===== src/rtl/hazard_pkg.sv =====
// ---------------------------------------------------------------------------
// hazard_pkg
// Shared definitions for the pipeline hazard/control unit of the 5-stage
// MIPS core: opcode/function constants the decoder uses to classify
// producers and ID-stage consumers, default parameter values, and the
// scoreboard counter type for the default configuration.
// No ports (package).
// ---------------------------------------------------------------------------
package hazard_pkg;

    // Primary opcodes and JR function code relevant to hazard classification
    localparam logic [5:0] OP_LW  = 6'b100011;
    localparam logic [5:0] OP_LBU = 6'b100100;
    localparam logic [5:0] OP_BEQ = 6'b000100;
    localparam logic [5:0] OP_BNE = 6'b000101;
    localparam logic [5:0] OP_J   = 6'b000010;
    localparam logic [5:0] OP_JAL = 6'b000011;
    localparam logic [5:0] FN_JR  = 6'b001000;

    // Default configuration
    localparam int NREG_W_DEF   = 5;
    localparam int ALU_LAT_DEF  = 0;
    localparam int LOAD_LAT_DEF = 1;
    localparam int BR_EXTRA_DEF = 1;
    localparam int CNT_W_DEF    = 3;

    // Scoreboard counter for the default configuration
    typedef logic [CNT_W_DEF-1:0] sb_cnt_t;

endpackage


===== src/rtl/hazard_scoreboard.sv =====
// ---------------------------------------------------------------------------
// hazard_scoreboard
// One down-counter per architectural register giving the number of cycles
// until the in-flight result for that register is forwardable to a branch
// consumer in ID. Counters hold while the back end is frozen, otherwise
// decrement towards zero; a load of a new producer overrides the decrement
// for its entry.
// Ports:
//   i_clk, i_reset        clock, synchronous active-high reset
//   i_hold                freeze: all counters keep their value
//   i_load                load i_load_val into entry i_load_num
//   i_load_num/i_load_val destination register and its countdown value
//   i_rd_a/i_rd_b         read addresses (rs, rt)
//   o_cnt_a/o_cnt_b       counter values at the read addresses
// ---------------------------------------------------------------------------
module hazard_scoreboard
    import hazard_pkg::*;
#(
    parameter int NREG_W = NREG_W_DEF,
    parameter int CNT_W  = CNT_W_DEF
) (
    input  logic              i_clk,
    input  logic              i_reset,
    input  logic              i_hold,
    input  logic              i_load,
    input  logic [NREG_W-1:0] i_load_num,
    input  logic [CNT_W-1:0]  i_load_val,
    input  logic [NREG_W-1:0] i_rd_a,
    input  logic [NREG_W-1:0] i_rd_b,
    output logic [CNT_W-1:0]  o_cnt_a,
    output logic [CNT_W-1:0]  o_cnt_b
);

    localparam int NENT = 2 ** NREG_W;

    logic [CNT_W-1:0] r_cnt [NENT];

    always_ff @(posedge i_clk) begin
        if (i_reset) begin
            for (int i = 0; i < NENT; i++) begin
                r_cnt[i] <= '0;
            end
        end else if (!i_hold) begin
            for (int i = 0; i < NENT; i++) begin
                if (i_load && (i_load_num == NREG_W'(i))) begin
                    r_cnt[i] <= i_load_val;
                end else if (r_cnt[i] != '0) begin
                    r_cnt[i] <= r_cnt[i] - 1'b1;
                end
            end
        end
    end

    assign o_cnt_a = r_cnt[i_rd_a];
    assign o_cnt_b = r_cnt[i_rd_b];

endmodule


===== src/rtl/hazard_ctrl.sv =====
// ---------------------------------------------------------------------------
// hazard_ctrl
// Stall, flush, freeze and PC-redirect control for the 5-stage MIPS core.
// A per-register scoreboard decides whether the instruction in ID may read
// its sources; dmem busy freezes the back end, imem busy stalls fetch, and a
// redirect resolved in ID is registered (and held across a busy fetch)
// before being presented to the pc block.
// Optional feature: define HAZARD_STATS_EN to add the saturating 32-bit
// stall_cycles / flush_cycles / freeze_cycles event counters.
// Ports:
//   clk, reset                   clock, synchronous active-high reset
//   id_valid                     IF/ID holds a real instruction
//   id_rs, id_rt, id_use_rs/rt   source registers and read enables
//   id_wr_en, id_wr_num          destination write enable / register
//   id_is_load                   producer is lw/lbu
//   id_br_consumer               branch/JR reading operands in ID
//   id_redirect, id_target       taken branch / jump and its target
//   imem_busy, dmem_busy         memory handshakes
//   stall_if, stall_id           pc / if_id hold
//   flush_id                     if_id loads a NOP
//   bubble_ex                    id_ex loads a NOP
//   freeze_be                    id_ex, ex_mm, mm_wb hold
//   pc_load, pc_target           registered redirect to the pc block
//   issue                        ID instruction advances this cycle
// ---------------------------------------------------------------------------
module hazard_ctrl
    import hazard_pkg::*;
#(
    parameter int NREG_W   = NREG_W_DEF,
    parameter int ALU_LAT  = ALU_LAT_DEF,
    parameter int LOAD_LAT = LOAD_LAT_DEF,
    parameter int BR_EXTRA = BR_EXTRA_DEF,
    parameter int CNT_W    = CNT_W_DEF
) (
    input  logic              clk,
    input  logic              reset,
    input  logic              id_valid,
    input  logic [NREG_W-1:0] id_rs,
    input  logic [NREG_W-1:0] id_rt,
    input  logic              id_use_rs,
    input  logic              id_use_rt,
    input  logic              id_wr_en,
    input  logic [NREG_W-1:0] id_wr_num,
    input  logic              id_is_load,
    input  logic              id_br_consumer,
    input  logic              id_redirect,
    input  logic [31:0]       id_target,
    input  logic              imem_busy,
    input  logic              dmem_busy,
    output logic              stall_if,
    output logic              stall_id,
    output logic              flush_id,
    output logic              bubble_ex,
    output logic              freeze_be,
    output logic              pc_load,
    output logic [31:0]       pc_target,
    output logic              issue
`ifdef HAZARD_STATS_EN
    ,
    output logic [31:0]       stall_cycles,
    output logic [31:0]       flush_cycles,
    output logic [31:0]       freeze_cycles
`endif
);

    localparam logic [CNT_W-1:0]  ALU_LOAD = CNT_W'(ALU_LAT + BR_EXTRA);
    localparam logic [CNT_W-1:0]  LD_LOAD  = CNT_W'(LOAD_LAT + BR_EXTRA);
    localparam logic [CNT_W-1:0]  BR_THR   = CNT_W'(BR_EXTRA);
    localparam logic [NREG_W-1:0] REG_ZERO = '0;

    logic [CNT_W-1:0] w_cnt_rs;
    logic [CNT_W-1:0] w_cnt_rt;
    logic             w_rs_blk;
    logic             w_rt_blk;
    logic             w_hazard;
    logic             w_sb_load;
    logic [CNT_W-1:0] w_sb_val;

    logic             r_pend;
    logic             r_pc_load;
    logic [31:0]      r_pc_target;

    // A normal consumer picks its operand up by forwarding later in the
    // pipe, so it only waits while the count exceeds the branch margin;
    // an ID-stage branch/JR needs the value now and waits for zero.
    assign w_rs_blk = id_br_consumer ? (w_cnt_rs != '0) : (w_cnt_rs > BR_THR);
    assign w_rt_blk = id_br_consumer ? (w_cnt_rt != '0) : (w_cnt_rt > BR_THR);
    assign w_hazard = (id_use_rs && (id_rs != REG_ZERO) && w_rs_blk) ||
                      (id_use_rt && (id_rt != REG_ZERO) && w_rt_blk);

    always_comb begin
        stall_if  = 1'b0;
        stall_id  = 1'b0;
        flush_id  = 1'b0;
        bubble_ex = 1'b0;
        freeze_be = 1'b0;
        issue     = 1'b0;
        if (dmem_busy) begin
            freeze_be = 1'b1;
            stall_if  = 1'b1;
            stall_id  = 1'b1;
        end else if (id_valid && w_hazard) begin
            stall_if  = 1'b1;
            stall_id  = 1'b1;
            bubble_ex = 1'b1;
        end else begin
            issue    = id_valid;
            stall_if = imem_busy;
            // IF/ID gets a NOP when fetch has nothing valid behind an
            // issuing instruction, on a redirect, and while a redirect is
            // still waiting for the fetch port so no wrong-path word enters.
            flush_id = (issue && (imem_busy || id_redirect)) || r_pend;
        end
    end

    assign w_sb_load = issue && id_wr_en && (id_wr_num != REG_ZERO);
    assign w_sb_val  = id_is_load ? LD_LOAD : ALU_LOAD;

    hazard_scoreboard #(
        .NREG_W (NREG_W),
        .CNT_W  (CNT_W)
    ) u_sb (
        .i_clk      (clk),
        .i_reset    (reset),
        .i_hold     (dmem_busy),
        .i_load     (w_sb_load),
        .i_load_num (id_wr_num),
        .i_load_val (w_sb_val),
        .i_rd_a     (id_rs),
        .i_rd_b     (id_rt),
        .o_cnt_a    (w_cnt_rs),
        .o_cnt_b    (w_cnt_rt)
    );

    // Redirect target is captured at issue; the load pulse is deferred
    // until the fetch port is free.
    always_ff @(posedge clk) begin
        if (reset) begin
            r_pend      <= 1'b0;
            r_pc_load   <= 1'b0;
            r_pc_target <= '0;
        end else begin
            r_pc_load <= 1'b0;
            if (issue && id_redirect) begin
                r_pc_target <= id_target;
                if (imem_busy) begin
                    r_pend <= 1'b1;
                end else begin
                    r_pc_load <= 1'b1;
                end
            end else if (r_pend && !imem_busy) begin
                r_pc_load <= 1'b1;
                r_pend    <= 1'b0;
            end
        end
    end

    assign pc_load   = r_pc_load;
    assign pc_target = r_pc_target;

`ifdef HAZARD_STATS_EN
    logic [31:0] r_stall_cnt;
    logic [31:0] r_flush_cnt;
    logic [31:0] r_freeze_cnt;

    always_ff @(posedge clk) begin
        if (reset) begin
            r_stall_cnt  <= '0;
            r_flush_cnt  <= '0;
            r_freeze_cnt <= '0;
        end else begin
            if (stall_id && !freeze_be && (r_stall_cnt != '1)) begin
                r_stall_cnt <= r_stall_cnt + 32'd1;
            end
            if (flush_id && (r_flush_cnt != '1)) begin
                r_flush_cnt <= r_flush_cnt + 32'd1;
            end
            if (freeze_be && (r_freeze_cnt != '1)) begin
                r_freeze_cnt <= r_freeze_cnt + 32'd1;
            end
        end
    end

    assign stall_cycles  = r_stall_cnt;
    assign flush_cycles  = r_flush_cnt;
    assign freeze_cycles = r_freeze_cnt;
`endif

endmodule


===== config.mk =====
export PLATFORM = sky130hd
export DESIGN_NAME = hazard_ctrl
export DESIGN_NICKNAME = d
export VERILOG_FILES = /design/src/rtl/hazard_pkg.sv /design/src/rtl/hazard_scoreboard.sv /design/src/rtl/hazard_ctrl.sv
export SDC_FILE = /design/constraint.sdc
export NUM_CORES = 1
export LEC_CHECK = 0
export CORE_MARGIN = 10
export CORE_UTILIZATION = 60
export CTS_BUF_LIST = sky130_fd_sc_hd__clkbuf_4 sky130_fd_sc_hd__clkbuf_8
export DETAILED_ROUTE_END_ITERATION = 10
export DONT_BUFFER_PORTS = 1
export PLACE_DENSITY = 0.76
export SYNTH_ARGS = -nofsm -noshare
export SYNTH_HDL_FRONTEND = slang
export SYNTH_HIERARCHICAL = 1
export SYNTH_SLANG_ARGS = --single-unit

===== constraint.sdc =====
create_clock -name clk -period 11.3 [get_ports clk]
set_clock_uncertainty 0.1 [all_clocks]
set_input_delay 2.825 -clock clk [delete_from_list [all_inputs] [get_ports clk]]
set_output_delay 2.825 -clock clk [all_outputs]
set_load 0.005 [all_outputs]

==> results.json, run 1 <==
{
  "status": "finished, final reports clean",
  "timing.hold.ws_ps": 379,
  "drt-initial-drc-count": 1041,
  "fmax_mhz": 124,
  "reg2regPathDepth": 12,
  "whs_path_depth": 2,
  "port_buffers": 0,
  "overflow": 0,
  "setup_viol": 0,
  "fin_nets": 1057,
  "grt_pass1_wl_um": 40200,
  "synth_seq_cells": 130,
  "core_sq_um": 16000,
  "pwr-share-clk_pct": 28.1,
  "leakagePower_nw": 3.96,
  "p_switching_mw": 0.451,
  "die_y_um": 148,
  "cts_root_buf": "clkbuf_8",
  "power_mw": 1.37,
  "grtUsageTotal_pct": 23.2,
  "rr_endpoint": "u_sb/r_cnt[7][1]$_SDFFCE_PN0P_",
  "syn_inst": 966,
  "cp-end-kind": "primary output",
  "min_period_over_period_pct": 71.3,
  "tightest_slew_ps": 1110,
  "cts_buffers": 17,
  "crit_chain": "mux4_2 > mux4_2 > mux2_2 > a211o_1 > o211ai_2 > nand2_1 > a221oi_1",
  "crit_family": "multiplexers",
  "critPathArrivalTime_ps": 5130,
  "clock_latency_ps": 460,
  "syn_area_sq_um": 9880,
  "slowest_delay_ps": 490,
  "slew_headroom_pct": 25.8,
  "slowest_stage": "mux4_2",
  "cp.required_ps": 8380,
  "gp_congestion": 0.936,
  "cp_common_cell": "mux4_2",
  "detail-route-antenna-nets": 0,
  "min_to": "r_pend$_SDFFE_PP0P_",
  "power.internal_mw": 0.920,
  "hold_viol_final": 0,
  "routed_wl_um": 25800,
  "critPathKind": "input pin to primary output",
  "cp.buffers_inverters": 0,
  "drc": 0,
  "ys_warn_count": 6,
  "cts.clk_slew.worst_paths_ps": 80,
  "hp-start": "r_pend$_SDFFE_PP0P_",
  "clk_path_buf_depth": 2,
  "start_util_pct": 61.8,
  "min_period_ps": 8060,
  "pwr-share-comb_pct": 24.8,
  "ys_seq_area_share_pct": 36.1,
  "power_frac_seq_pct": 47.1,
  "synth_async_sr_flop_share_pct": 0,
  "die_w_um": 148,
  "dp_hpwl_um": 18400,
  "grt_max_degree": 144,
  "area_delta_synth_final_pct": 4.08,
  "synth_edf_count": 96,
  "clkSinkCount": 130,
  "postCtsSetupBuffers": 0,
  "firstDrtPassIters": 8,
  "cp-start-kind": "input pin",
  "antenna_cells": 0,
  "ctsResizeCount": 0,
  "antenna_found_initial": 0,
  "cts_tree": "built",
  "cts_max_level": 4,
  "cp_max_fo": 25,
  "n_fill_cell": 1288,
  "slew_violations": 0,
  "wire_per_inst_um": 22.1,
  "finalSetupTns_ps": 0,
  "reg2reg_slack_ps": 6740,
  "fp-row-count": 46,
  "pin_count": 97,
  "min_path_type": "register to register",
  "maxCapViolCount": 0,
  "power_density_nw_per_um2": 133,
  "timing.rr.start": "u_sb/r_cnt[10][0]$_SDFFCE_PN0P_",
  "die_area_sq_um": 22000,
  "syn_area_per_cell_sq_um": 10.2,
  "irDropWorstVdd_v": 0.0000776,
  "vias": 7440,
  "synth_cell_types": 46,
  "ctsHoldBuffers": 0,
  "grt_pass1_vias": 7159,
  "drive_gt1_share_pct": 13.9,
  "sw_frac_of_total_pct": 32.9,
  "viasPerCell": 6.39,
  "yosys_most_used_dff": "edfxtp_1",
  "rsz0062_at_grt": "no"
}
## power groups by stage
stage / registers (mW) / logic, mW / clock network (mW)
2_1_floorplan: 0.615 / 0.304 / 0
3_3_place_gp: 0.651 / 0.322 / 0
3_5_place_dp: 0.653 / 0.333 / 0
4_1_cts: 0.642 / 0.336 / 0.393
5_1_grt: 0.649 / 0.378 / 0.412
6_report: 0.646 / 0.339 / 0.386
## per-layer routing
layer  wire, um  vias up  share of wire, %  global-route usage [%]
met3       3360       48                13                    5.83
li1           -     3381                 -                       -
met5          0        -                 0                       0
met4        630        0               2.4                    8.72
met2      11800      443                46                    36.4
met1       9980     3568                39                    30.4
## layout by cell type (no fill, tap or decap), types with 11 or more instances in the layout
cell	synthesis	routed
a211oi_1	35	35
a21oi_1	48	48
a221oi_1	15	15
buf_4	1	11
clkbuf_8	0	17
dfxtp_1	34	34
edfxtp_1	96	96
ha_1	64	64
inv_1	88	88
mux2i_1	74	74
mux4_2	60	60
nand2_1	53	53
nand2b_1	65	65
nand3_1	26	26
nor2_1	119	119
nor2b_1	25	25
or2_2	16	16
or3_1	14	14
xnor2_1	14	14
## state kept, by name, indices dropped and copies added (netlist names)
name and count:
u_sb/r_cnt 96, pc_target 32, pc_load 1, r_pend 1
## synth_stat cells, drive strengths merged, types with 15 or more instances
library cell    n  area, sq um
a211oi         35          263
a21oi          48          240
a221oi         15          131
clkbuf         51          191
dfxtp          34          681
edfxtp         96         2880
ha             64          801
inv            88          330
mux2i          74          741
mux4           60         1350
nand2          53          199
nand2b         65          407
nand3          26          130
nor2          119          447
nor2b          25          156
or2            16          100
## cell families (layout without fill, tap and decap cells)
kind of cell / after synthesis / after routing / synth area share, %
adders and majority gates: 64 / 64 / 8.10
AOI/OAI and AO/OA: 120 / 120 / 8.36
xor gates and xnor gates: 14 / 14 / 1.24
and+or+nand+nor: 340 / 340 / 17.2
other: 1 / 5 / 0.0379
buffers and inverters: 153 / 131 / 6.75
DFF: 130 / 130 / 36.1
muxes: 144 / 144 / 22.3
## cell type report
type	count	area [sq um]	share of cell area [%]
inverters	88	330	3.21
flip-flops and latches	130	3560	34.6
repair buffers	11	82.6	0.803
clock inverters	15	136	1.33
well taps	216	270	2.63
clock buffers	17	234	2.27
multi-input cells	687	5670	55.1
## worst register-to-register path: cells and delay by family, from the launching register on
family | cells | cell delay, ps
buffers and inverters | 1 | 220
flip-flops | 1 | 510
AND/OR/NAND/NOR | 5 | 1380
AO/OA/AOI/OAI | 3 | 760
multiplexers | 3 | 1270
## stage by stage
stage               cells  utilization [%]  cell area (sq um)  worst slack, ps
floorplan             970                -               9900             3000
global placement     1132             62.0               9920             3280
detailed placement   1132             62.0               9920             3250
CTS                  1164             64.3              10300             3250
global route         1164             64.3              10300             3170
finish               1164             64.3              10300             3240
## how the worst max path moves through the flow
stage | startpoint | to | slack [ps] | cells past startpoint
global route | id_rt[1] | flush_id | 3170 | 7
CTS | id_rt[1] | flush_id | 3250 | 7
detailed placement | id_rt[1] | flush_id | 3250 | 7
finish | id_rt[1] | flush_id | 3240 | 7
floorplan | id_rt[2] | flush_id | 3000 | 9
global placement | id_rt[1] | flush_id | 3280 | 7
Note: power is estimated with default switching activity, not from simulation.
==> inputs of run 2 (changes only) <==
- clock period: 11.3 -> 7.9 ns (I/O delays scaled with it)
==> run 2 against run 1 <==
Against the previous run: worst hold slack better by 20 ps; global-route usage about the same; combinational power up 44%; setup slack worse by 1700 ps; critical path type unchanged; via count up 0.16%; final area up 0.52%; power up 49%; first-iteration DRC count down 12%.
==> results.json, run 2 (synthesis results as in run 1) <==
{
  "ctsHoldBuffers": 0,
  "die_area_sq_um": 22000,
  "finalSetupTns_ps": 0,
  "sw_frac_of_total_pct": 31.2,
  "cts_buffers": 17,
  "cp_common_cell": "mux4_2",
  "firstDrtPassIters": 5,
  "mostFrequentLayoutCell": "nor2_1",
  "grt_pass1_wl_um": 40100,
  "clock_latency_ps": 470,
  "fp-row-count": 46,
  "power_density_nw_per_um2": 198,
  "antenna_found_initial": 1,
  "pin_count": 97,
  "ctsResizeCount": 0,
  "regMostFlops": "u_sb/r_cnt",
  "grt_pass1_vias": 7191,
  "pre_cts_slack_ps": 1540,
  "vias": 7452,
  "min_period_ps": 6340,
  "die_w_um": 148,
  "slowest_stage": "mux4_2",
  "min_path_type": "register to register",
  "routed_wl_um": 25600,
  "slew_headroom_pct": 21.9,
  "irDropWorstVdd_v": 0.000124,
  "fin_nets": 1056,
  "slowest_delay_ps": 490,
  "overflow": 0,
  "cp-start-kind": "input pin",
  "min_period_over_period_pct": 80.2,
  "timing.hold.ws_ps": 398,
  "tightest_slew_ps": 1170,
  "core_sq_um": 16000,
  "rsz0062_at_grt": "no",
  "cts_root_buf": "clkbuf_8",
  "power_frac_seq_pct": 45.1,
  "leakagePower_nw": 3.98,
  "post-route-util_pct": 64.6,
  "setup_slack_ps": 1560,
  "drive_gt1_share_pct": 13.8,
  "cts_max_level": 4,
  "cts.clk_slew.worst_paths_ps": 90,
  "p_switching_mw": 0.638,
  "grt_max_degree": 144,
  "maxCapViolCount": 0,
  "hold_viol_final": 0,
  "drc": 0,
  "detail-route-antenna-nets": 0,
  "port_buffers": 0,
  "gp_congestion": 0.889,
  "die_y_um": 148,
  "postCtsSetupBuffers": 0,
  "pwr-share-comb_pct": 23.9,
  "placed_cells": 1131,
  "largest_reg_flops": 96,
  "dp_hpwl_um": 18000,
  "crit_chain": "mux4_2 > mux4_2 > mux2_2 > a211o_1 > o211ai_2 > nand2_1 > a221oi_1",
  "setup_viol": 0,
  "slew_violations": 0,
  "power.internal_mw": 1.41,
  "drt-initial-drc-count": 919,
  "cts_tree": "built",
  "stdcell_count": 1164,
  "cp.required_ps": 5830,
  "cp-end-kind": "primary output",
  "viasPerCell": 6.40,
  "layout_common_cells": "nor2_1 (119), edfxtp_1 (96), inv_1 (88), mux2i_1 (74), nand2b_1 (65)",
  "cp_max_fo": 25,
  "critPathArrivalTime_ps": 4260,
  "start_util_pct": 61.8,
  "clk_path_buf_depth": 2,
  "wire_per_inst_um": 22.0,
  "pwr-share-clk_pct": 31.0,
  "area_delta_synth_final_pct": 4.62,
  "status": "finished, final reports clean",
  "clkSinkCount": 130,
  "grtUsageTotal_pct": 23.2,
  "critPathKind": "input pin to primary output",
  "fmax_mhz": 158
}
## run 2: metal layers
metal	wire length [um]	part of all wire [%]	GRT usage, %
met1	9890	39	29.4
met3	3260	13	7.37
met4	563	2.2	9.32
met5	0	0	0
met2	11900	46	36.0
## run 2: path summary, 6_finish.rpt
check                                        from                             end  slack [ps]  cells past startpoint
hold / removal                r_pend$_SDFFE_PP0P_              pc_load$_SDFF_PP0_         400                      1
hold reg to reg               r_pend$_SDFFE_PP0P_              pc_load$_SDFF_PP0_         400                      1
setup / recovery                         id_rt[1]                        flush_id        1560                      7
setup reg to reg  u_sb/r_cnt[29][2]$_SDFFCE_PP0P_  u_sb/r_cnt[7][2]$_SDFFCE_PN0P_        3390                     12
## run 2: final cells by class
cell class                 instances  area (sq um)
multi-input combinational        687          5670
fill                            1303          5660
sequential                       130          3560
inverter                          88           330
tap                              216           270
clock buffer                      17           234
clock inverter                    15           195
timing repair buffer              10          75.1
antenna                            1          2.50
## run 2: power groups by stage
stage	combinational (mW)	sequential, mW	clock, mW
2_1_floorplan	0.435	0.880	0
3_3_place_gp	0.460	0.929	0
3_5_place_dp	0.476	0.932	0
4_1_cts	0.483	0.916	0.641
5_1_grt	0.545	0.928	0.669
6_report	0.489	0.923	0.633
## run 2: per-stage QoR
step	total power, mW	area, sq um
2_1_floorplan	1.32	9900
3_5_place_dp	1.41	9910
5_1_grt	2.14	10300
6_report	2.04	10300
4_1_cts	2.04	10300
3_3_place_gp	1.39	9910
## run 2: worst max-delay path, delay by kind of cell
| kind | cells | cell delay (ps) |
|---|---|---|
| and+or+nand+nor | 1 | 200 |
| muxes | 3 | 1250 |
| AOI/OAI and AO/OA | 3 | 830 |
